## src/rtl/uart_pkg.sv

```systemverilog
// Shared definitions for the UART transmit path: arbiter state encoding,
// default byte width, baud constants and the lock-timeout counter sizing helper.
package uart_pkg;

   // Arbiter FSM encoding
   typedef enum logic [1:0] {
      IDLE  = 2'd0,
      START = 2'd1,
      WAIT  = 2'd2,
      HOLD  = 2'd3
   } state_t;

   localparam int DATA_SIZE_DEF = 8;

   // Baud generation constants shared with uart_tx / uart_sampling_tick
   localparam int SYS_FREQ  = 50000000;
   localparam int BAUD_RATE = 115200;
   localparam int SAMPLE    = 16;
   localparam int BAUD_DVSR = 27;

   // Width of a counter able to hold 0..timeout, never narrower than 1 bit
   function automatic int cnt_width(input int timeout);
      int w;
      if (timeout < 1) begin
         w = 1;
      end else begin
         w = $clog2(timeout + 1);
      end
      if (w < 1) begin
         w = 1;
      end
      return w;
   endfunction

endpackage

```

## src/rtl/uart_tx_arbiter_rr.sv

```systemverilog
// Round-robin selector: picks the first asserted request at or above rr_ptr,
// wrapping around. Purely combinational.
module rr_arbiter #(
   parameter int NUM_REQ = 4,
   parameter int ID_W    = 2
) (
   input  logic [NUM_REQ-1:0] req,
   input  logic [ID_W-1:0]    rr_ptr,
   output logic               gnt_valid,
   output logic [ID_W-1:0]    gnt_id
);

   logic [ID_W-1:0] idx_s;

   // Scan offsets from the far end down so the lowest offset from rr_ptr wins
   always_comb begin
      gnt_valid = 1'b0;
      gnt_id    = '0;
      idx_s     = '0;
      for (int i = NUM_REQ - 1; i >= 0; i--) begin
         idx_s = ID_W'((int'(rr_ptr) + i) % NUM_REQ);
         if (req[idx_s]) begin
            gnt_valid = 1'b1;
            gnt_id    = idx_s;
         end else begin
            gnt_valid = gnt_valid;
         end
      end
   end

endmodule

```

## src/rtl/uart_tx_arbiter.sv

```systemverilog
// Shares one uart_tx among NUM_REQ byte streams. Round-robin between packets,
// locked to the owner until it sends a last byte or stalls past LOCK_TIMEOUT.
module uart_tx_arbiter
   import uart_pkg::*;
#(
   parameter int DATA_SIZE    = DATA_SIZE_DEF,
   parameter int NUM_REQ      = 4,
   parameter int LOCK_TIMEOUT = 4096,
   parameter int ID_W         = $clog2(NUM_REQ)
) (
   input  logic                          clk,
   input  logic                          reset_n,
   input  logic [NUM_REQ-1:0]            req_valid,
   input  logic [NUM_REQ*DATA_SIZE-1:0]  req_data,
   input  logic [NUM_REQ-1:0]            req_last,
   output logic [NUM_REQ-1:0]            req_ready,
   output logic                          tx_start,
   output logic [DATA_SIZE-1:0]          data_out,
   input  logic                          tx_done_tick,
   output logic                          busy,
   output logic [ID_W-1:0]               grant_id,
   output logic                          pkt_abort
);

   localparam int              CNT_W    = cnt_width(LOCK_TIMEOUT);
   localparam bit              TO_EN    = (LOCK_TIMEOUT > 0);
   localparam logic [CNT_W-1:0] TO_LIMIT = CNT_W'((LOCK_TIMEOUT > 0) ? LOCK_TIMEOUT - 1 : 0);
   localparam logic [ID_W-1:0]  LAST_ID  = ID_W'(NUM_REQ - 1);

   state_t                state_r;
   state_t                next_state_s;
   logic [ID_W-1:0]       rr_ptr_r;
   logic [CNT_W-1:0]      cnt_r;
   logic                  last_r;

   logic                  gnt_valid_s;
   logic [ID_W-1:0]       gnt_id_s;
   logic [ID_W-1:0]       sel_id_s;
   logic                  capture_s;
   logic                  abort_s;
   logic                  timeout_s;
   logic [ID_W-1:0]       rr_next_s;
   logic [DATA_SIZE-1:0]  sel_data_s;

   rr_arbiter #(
      .NUM_REQ (NUM_REQ),
      .ID_W    (ID_W)
   ) u_rr (
      .req       (req_valid),
      .rr_ptr    (rr_ptr_r),
      .gnt_valid (gnt_valid_s),
      .gnt_id    (gnt_id_s)
   );

   assign busy       = (state_r != IDLE);
   assign timeout_s  = TO_EN && (cnt_r == TO_LIMIT);
   assign rr_next_s  = (grant_id == LAST_ID) ? '0 : grant_id + ID_W'(1);
   assign sel_data_s = req_data[int'(sel_id_s) * DATA_SIZE +: DATA_SIZE];

   // State register
   always_ff @(posedge clk or negedge reset_n) begin
      if (!reset_n) begin
         state_r <= IDLE;
      end else begin
         state_r <= next_state_s;
      end
   end

   // Next-state decode
   always_comb begin
      next_state_s = state_r;
      case (state_r)
         IDLE: begin
            if (gnt_valid_s) begin
               next_state_s = START;
            end else begin
               next_state_s = IDLE;
            end
         end
         START: begin
            next_state_s = WAIT;
         end
         WAIT: begin
            if (tx_done_tick) begin
               next_state_s = last_r ? IDLE : HOLD;
            end else begin
               next_state_s = WAIT;
            end
         end
         HOLD: begin
            if (req_valid[grant_id]) begin
               next_state_s = START;
            end else if (timeout_s) begin
               next_state_s = IDLE;
            end else begin
               next_state_s = HOLD;
            end
         end
         default: begin
            next_state_s = IDLE;
         end
      endcase
   end

   // Handshake, capture select and abort decode; ready is combinational so the
   // transfer lands on the same edge that captures the byte
   always_comb begin
      req_ready = '0;
      capture_s = 1'b0;
      abort_s   = 1'b0;
      sel_id_s  = gnt_id_s;
      case (state_r)
         IDLE: begin
            sel_id_s = gnt_id_s;
            if (gnt_valid_s) begin
               req_ready[gnt_id_s] = 1'b1;
               capture_s           = 1'b1;
            end else begin
               capture_s = 1'b0;
            end
         end
         HOLD: begin
            sel_id_s = grant_id;
            if (req_valid[grant_id]) begin
               req_ready[grant_id] = 1'b1;
               capture_s           = 1'b1;
            end else if (timeout_s) begin
               abort_s = 1'b1;
            end else begin
               abort_s = 1'b0;
            end
         end
         default: begin
            sel_id_s = gnt_id_s;
         end
      endcase
   end

   // Registered outputs, captured byte, round-robin pointer and stall counter
   always_ff @(posedge clk or negedge reset_n) begin
      if (!reset_n) begin
         tx_start  <= 1'b0;
         pkt_abort <= 1'b0;
         data_out  <= '0;
         grant_id  <= '0;
         last_r    <= 1'b0;
         rr_ptr_r  <= '0;
         cnt_r     <= '0;
      end else begin
         tx_start  <= (next_state_s == START);
         pkt_abort <= abort_s;
         if (capture_s) begin
            data_out <= sel_data_s;
            last_r   <= req_last[sel_id_s];
            grant_id <= sel_id_s;
         end
         if ((state_r == WAIT) && tx_done_tick) begin
            cnt_r <= '0;
            if (last_r) begin
               rr_ptr_r <= rr_next_s;
            end
         end else if ((state_r == HOLD) && !req_valid[grant_id]) begin
            cnt_r <= cnt_r + CNT_W'(1);
            if (abort_s) begin
               rr_ptr_r <= rr_next_s;
            end
         end
      end
   end

endmodule

```

## config.mk

```make
export PLATFORM = sky130hd
export DESIGN_NAME = uart_tx_arbiter
export DESIGN_NICKNAME = d
export VERILOG_FILES = /design/src/rtl/uart_pkg.sv /design/src/rtl/uart_tx_arbiter_rr.sv /design/src/rtl/uart_tx_arbiter.sv
export SDC_FILE = /design/constraint.sdc
export NUM_CORES = 1
export LEC_CHECK = 0
export ABC_AREA = 1
export ABC_CLOCK_PERIOD_IN_PS = 2600
export BUFFER_PORTS_ARGS = -buffer_cell sky130_fd_sc_hd__buf_2
export CORE_ASPECT_RATIO = 0.75
export CORE_UTILIZATION = 38
export CTS_CLUSTER_DIAMETER = 200
export CTS_CLUSTER_SIZE = 14
export DETAILED_ROUTE_END_ITERATION = 7
export GPL_TIMING_DRIVEN = 0
export SETUP_SLACK_MARGIN = 0.05
export SLEW_MARGIN = 0
export SYNTH_ARGS = -nofsm -noshare
export SYNTH_HDL_FRONTEND = slang
export SYNTH_SLANG_ARGS = --single-unit
```

## constraint.sdc

```tcl
create_clock -name clk -period 2.6 [get_ports clk]
set_input_delay 0.52 -clock clk [delete_from_list [all_inputs] [get_ports clk]]
set_output_delay 0.52 -clock clk [all_outputs]
set_load 0.02 [all_outputs]
```

# == Word level (Yosys, flattened, before mapping) ==
# Index checks and enable logic that the tools add are counted.
# word_totals
register_bits,30
in_bits,43
out_inout_bits,17
# op_classes
n_addsub,5
magnitude_cmp,9
n_eq_ne,7
shift,1
mux,47
reduce_logical,10
# ops
op,n
indexed part select 32 x 6 -> 8 bit,1
two-way mux 2 bit,14
two-way mux 13 bit,2
< comparator 2 x 3 -> 1 bit (second input constant),7
two-way mux 1 bit,18
adder 13 x 1 -> 13 bit (second input constant),1
== test 13 x 12 -> 1 bit (second input constant),1
binary-select mux 1 bit (select 2 bit),6
two-way mux 4 bit,2
one-hot mux 2 bit (4 select lines),1
one-hot mux 4 bit (2 select lines),1
== test 2 bit (second input constant),3
nonzero test 2 bit,3
adder 2 x 1 -> 2 bit (second input constant),2
adder 2 bit (second input constant),2
demux 1 bit (select 2 bit),2
== test 2 x 1 -> 1 bit (second input constant),2
>= comparator 2 x 1 -> 1 bit (second input constant),2
logical AND 1 bit,4
AND reduction 3 bit,1
zero test 2 bit,1
inequality test 2 bit (second input constant),1
one-hot mux 1 bit (2 select lines),1
zero test 1 bit,1

# == Depth between registers and ports, before layout ==
# logic_depth
ltp_word,13
ltp_mapped,18
depth_no_buf,16

# == Cells and area by module ==
# From an unflattened synthesis, not the netlist that was laid out.
# hier_totals
cells_unflattened,342
area_unflattened_um2,2324.7
# by_module_without_submodules
mod,n_inst,cells_per_inst,area_per_inst_um2
uart_tx_arbiter,1,298,2109.5
rr_arbiter,1,44,215.2

# == Worst setup path before layout ==
# OpenSTA, ideal clock, no wires.
# synth_timing
kind,input to output
from,in req_valid[1]
to,out req_ready[0]
arrival_time_ns,1.570
required_time_ns,2.080
slack_ns,0.510
cell_stages,12
cell_sequence,inv_1 -> nand2_1 -> nand3_1 -> nand2_1 -> inv_1 -> nor2_1 -> nor2_1 -> nand2_2 -> nand2_1 -> inv_1 -> nand3_1 -> a21oi_1
# synth_between
elab_chain_len,12
word_cells_on_any_way,26
cone_classes,order compare (2); mux (23); reduce/logical (1)
# synth_rtl
item,line,text
from (decl),uart_tx_arbiter.sv:13,"input logic [NUM_REQ-1:0] req_valid,"
binary-select mux 1 bit (select 2 bit),uart_tx_arbiter_rr.sv:22,if (req[idx_s]) begin
two-way mux 1 bit (implied by the code),uart_tx_arbiter_rr.sv:22,
two-way mux 2 bit (4 in a row),uart_tx_arbiter_rr.sv:22,
< comparator 2 x 3 -> 1 bit (implied by the code) or >= comparator 2 x 1 -> 1 bit (tied branches),uart_tx_arbiter.sv:116,req_ready[gnt_id_s] = 1'b1;
logical AND 1 bit (implied by the code),uart_tx_arbiter.sv:116,
two-way mux 1 bit (implied by the code),uart_tx_arbiter.sv:116,
demux 1 bit (select 2 bit),uart_tx_arbiter.sv:116,
two-way mux 4 bit,uart_tx_arbiter.sv:115,if (gnt_valid_s) begin
one-hot mux 4 bit (2 select lines) *,uart_tx_arbiter.sv:112,case (state_r)
to (decl),uart_tx_arbiter.sv:16,"output logic [NUM_REQ-1:0] req_ready,"
# Every way passes the cells marked *; elsewhere a longest branch is shown, timed or not. The select of a mux whose other input is x is not followed.

# == Final worst setup path ==
# layout_timing
from,reg rr_ptr_r[0]
to,out req_ready[1]
# layout_between
elab_chain_len,13
word_cells_on_any_way,26
cone_classes,add/sub (3); order compare (2); mux (20); reduce/logical (1)
# layout_rtl
item,line,text
from (decl),uart_tx_arbiter.sv:32,logic [ID_W-1:0] rr_ptr_r;
from (signal assigned),uart_tx_arbiter.sv:160,rr_ptr_r <= rr_next_s;
from (signal assigned),uart_tx_arbiter.sv:165,rr_ptr_r <= rr_next_s;
adder 2 bit,uart_tx_arbiter_rr.sv:21,idx_s = ID_W'((int'(rr_ptr) + i) % NUM_REQ);
binary-select mux 1 bit (select 2 bit),uart_tx_arbiter_rr.sv:22,
two-way mux 1 bit (implied by the code),uart_tx_arbiter_rr.sv:22,
two-way mux 2 bit (4 in a row),uart_tx_arbiter_rr.sv:22,
< comparator 2 x 3 -> 1 bit (implied by the code) or >= comparator 2 x 1 -> 1 bit (tied branches),uart_tx_arbiter.sv:116,
logical AND 1 bit (implied by the code),uart_tx_arbiter.sv:116,
two-way mux 1 bit (implied by the code),uart_tx_arbiter.sv:116,
demux 1 bit (select 2 bit),uart_tx_arbiter.sv:116,
two-way mux 4 bit *,uart_tx_arbiter.sv:115,
one-hot mux 4 bit (2 select lines) *,uart_tx_arbiter.sv:112,
# Marked as above.

==> results_dict.tcl <==
set metrics [dict create \
    gp_congestion 0.818 \
    maxCapViolCount 0 \
    cts_max_path_buffers 2 \
    reg2reg_slack_ns 0.45 \
    status "complete, no violations" \
    grt-ovfl-total 0 \
    setup_tns_ns 0 \
    wl_mm 5.60 \
    synthTopCellsByCount "106 x nand2_1, 66 x inv_1, 45 x nand3_1" \
    synth_area_leaders "dfrtp_1 32%, nand2_1 17%, inv_1 11%" \
    ir_drop_mv 0.539 \
    clockPowerShare 0.098 \
    drt_iter0_markers 67 \
    fp-row-count 24 \
    clockRootBuffer "clkbuf_8" \
    vias_per_cell 4.65 \
    finalCritPeriodShare 0.952 \
    clk_latency_ns 0.28 \
    place_area_um2 2730 \
    clock_skew_ns 0.0101 \
    start_util 0.399 \
    slew_headroom 0.560 \
    multiInputGateArea_um2 1320 \
    io_pins 60 \
    final_cell_area_um2 2980 \
    ant_nets 0 \
    grt_pass1_wl_mm 9.41 \
    start_kind "register" \
    synth_area_leader_cell "dfrtp_1" \
    core_region_area_um2 5860 \
    leakagePower_nw 1.66 \
    n_antenna_cell 0 \
    worstSetupPathType "reg -> out" \
    period_minus_slack_ns 2.48 \
    die_width_um 92.5 \
    synthArstFlopShare 1.00 \
    synth_area_per_cell_um2 6.67 \
    drive_gt1_frac 0.331 \
    syn_inst 350 \
    finalHoldViolations 0 \
    syn_area_um2 2340 \
    io_buffers 59 \
    area_growth_pct 27.4 \
    grt_pass1_vias 2232 \
    comb_power_share 0.718 \
    end_kind "output port" \
    setup_viol 0 \
    synth-main-ff-cell "dfrtp_1" \
    clock-sinks 30 \
    reg2reg_depth 19 \
    syn-num-nets 401 \
    yosys_warnings 0 \
    rsz0062_at_grt "false" \
    swShare 0.526 \
    wire_per_inst_um 11.2 \
    cts_made_buffers 5 \
    p_per_area_nw_per_um2 1330 \
    drc 0 \
    p_seq_frac 0.184 \
    ys_seq_area_frac 0.321 \
    slew_viol_final 0 \
    fill_cells 594 \
    worstPathArrival_ns 1.96 \
    die-area_um2 6470 \
    ys_ff_latch 30 \
    die_h_um 69.9 \
    synthDominantCellAreaShare 0.321 \
    htreeDepth 2 \
    fin_nets 473 \
    register_area_um2 752 \
    grt_max_degree 31 \
    switching_power_mw 2.09 \
    r2r-end "data_out[1]" \
    worstMarginPinSlew_ns 0.660 \
    synth_edf_count 0 \
    max_freq_mhz 404 \
    cp.required_ns 2.08 \
    synth_most_common_cell "nand2_1" \
    cts_hold_buf 0 \
    track_usage 0.181 \
    vias 2330 \
    cell_internal_pwr_mw 1.88 \
    cp_max_fo 6 \
    clk_pin_slew_ns 0.07 \
    antenna_found_initial 0 \
    min_path_type "in -> async" \
    drtPass1Iterations 4 \
    hpwl_mm 4.25 \
    synthDistinctLibCells 32 \
    cts_tree "yes" \
    rr_startpoint "rr_ptr_r[0]" \
]
-- routing by layer --
metal	part of all wire	up-vias	track usage
li1	-	1233	-
met1	0.50	1047	0.245
met2	0.45	45	0.288
met3	0.046	5	0.0425
met4	0.0079	0	0.0521
met5	0	-	0
-- worst max-delay path by stage --
stage	end	cells after the start	slack, ns	start
global route	req_ready[1]	12	0.01	rr_ptr_r[1]
global placement	req_ready[3]	12	0.28	req_valid[1]
floorplan	req_ready[0]	12	0.51	req_valid[1]
finish	req_ready[1]	14	0.12	rr_ptr_r[0]
CTS	req_ready[3]	13	0.07	rr_ptr_r[0]
detailed placement	req_ready[3]	12	0.29	req_valid[3]
-- flip-flops by register name, indices dropped and copies added (netlist names) --
signal     count
tx_start       1
rr_ptr_r       2
grant_id       2
last_r         1
pkt_abort      1
state_r        2
cnt_r         13
data_out       8
-- worst max-delay path: stages, from the launching register on --
cell and delay, ns:
dfrtp_1 0.38, buf_6 0.14, buf_6 0.13, nand2_1 0.07, nand2_2 0.07, nand2_2 0.09
nand2_4 0.08, inv_2 0.06, nand2_1 0.04, nand2_1 0.07, nand2_2 0.08, nand2_4 0.08
nand3_1 0.09, a21oi_2 0.16, buf_4 0.16
-- per-stage QoR --
step	setup slack, ns	cells	total power, mW	util	hold WS [ns]
after floorplan	0.510	350	2.71	-	0.224
after global placement	0.277	487	3.27	0.466	0.463
after detailed placement	0.288	487	3.31	0.466	0.469
after CTS	0.0721	495	3.71	0.482	0.282
after global routing	0.0108	501	4.36	0.508	0.308
final	0.124	501	3.97	0.508	0.262
-- cell families after synthesis --
group                      Yosys count  share of synthesized area
DFF                                 30                      0.321
AOI/OAI and AO/OA                   33                     0.0852
and+or+nand+nor                    199                      0.402
buffers and inverters               80                      0.149
adders and majority gates            8                     0.0429
-- area by class of cell --
type | count | share of cell area
Multi-Input combinational cell | 240 | 0.444
Clock inverter | 2 | 0.00421
Buffer | 7 | 0.0231
Timing Repair Buffer | 65 | 0.120
Sequential cell | 30 | 0.253
Inverter | 73 | 0.0955
Clock buffer | 6 | 0.0278
Tap cell | 78 | 0.0328
-- what timing repair did --
action | 4_1_cts | 5_1_grt
setup endpoints to repair | 1 | 4
hold endpoints to repair | 0 | 0
gates resized for setup | 1 | 36
pin swaps | 0 | 13
setup buffers | 0 | 6
-- power by group through the flow --
stage | clock network, mW | logic, mW | registers (mW)
final | 0.390 | 2.85 | 0.731
after global routing | 0.431 | 3.18 | 0.752
after CTS | 0.403 | 2.58 | 0.727
after detailed placement | 0 | 2.58 | 0.729
after global placement | 0 | 2.54 | 0.731
after floorplan | 0 | 1.90 | 0.805
-- cell usage in the layout (no fill, tap or decap), types with 8 or more instances in the layout --
| master | Yosys | routed |
|---|---|---|
| a21oi_1 | 15 | 11 |
| buf_2 | 0 | 55 |
| buf_4 | 1 | 9 |
| dfrtp_1 | 30 | 29 |
| ha_1 | 8 | 8 |
| inv_1 | 66 | 63 |
| nand2_1 | 106 | 96 |
| nand2_2 | 16 | 24 |
| nand3_1 | 45 | 42 |
| nand3_2 | 7 | 10 |
| nor2_1 | 14 | 11 |
| o21ai_0 | 9 | 9 |
Note: power is estimated with default switching activity, not from simulation.
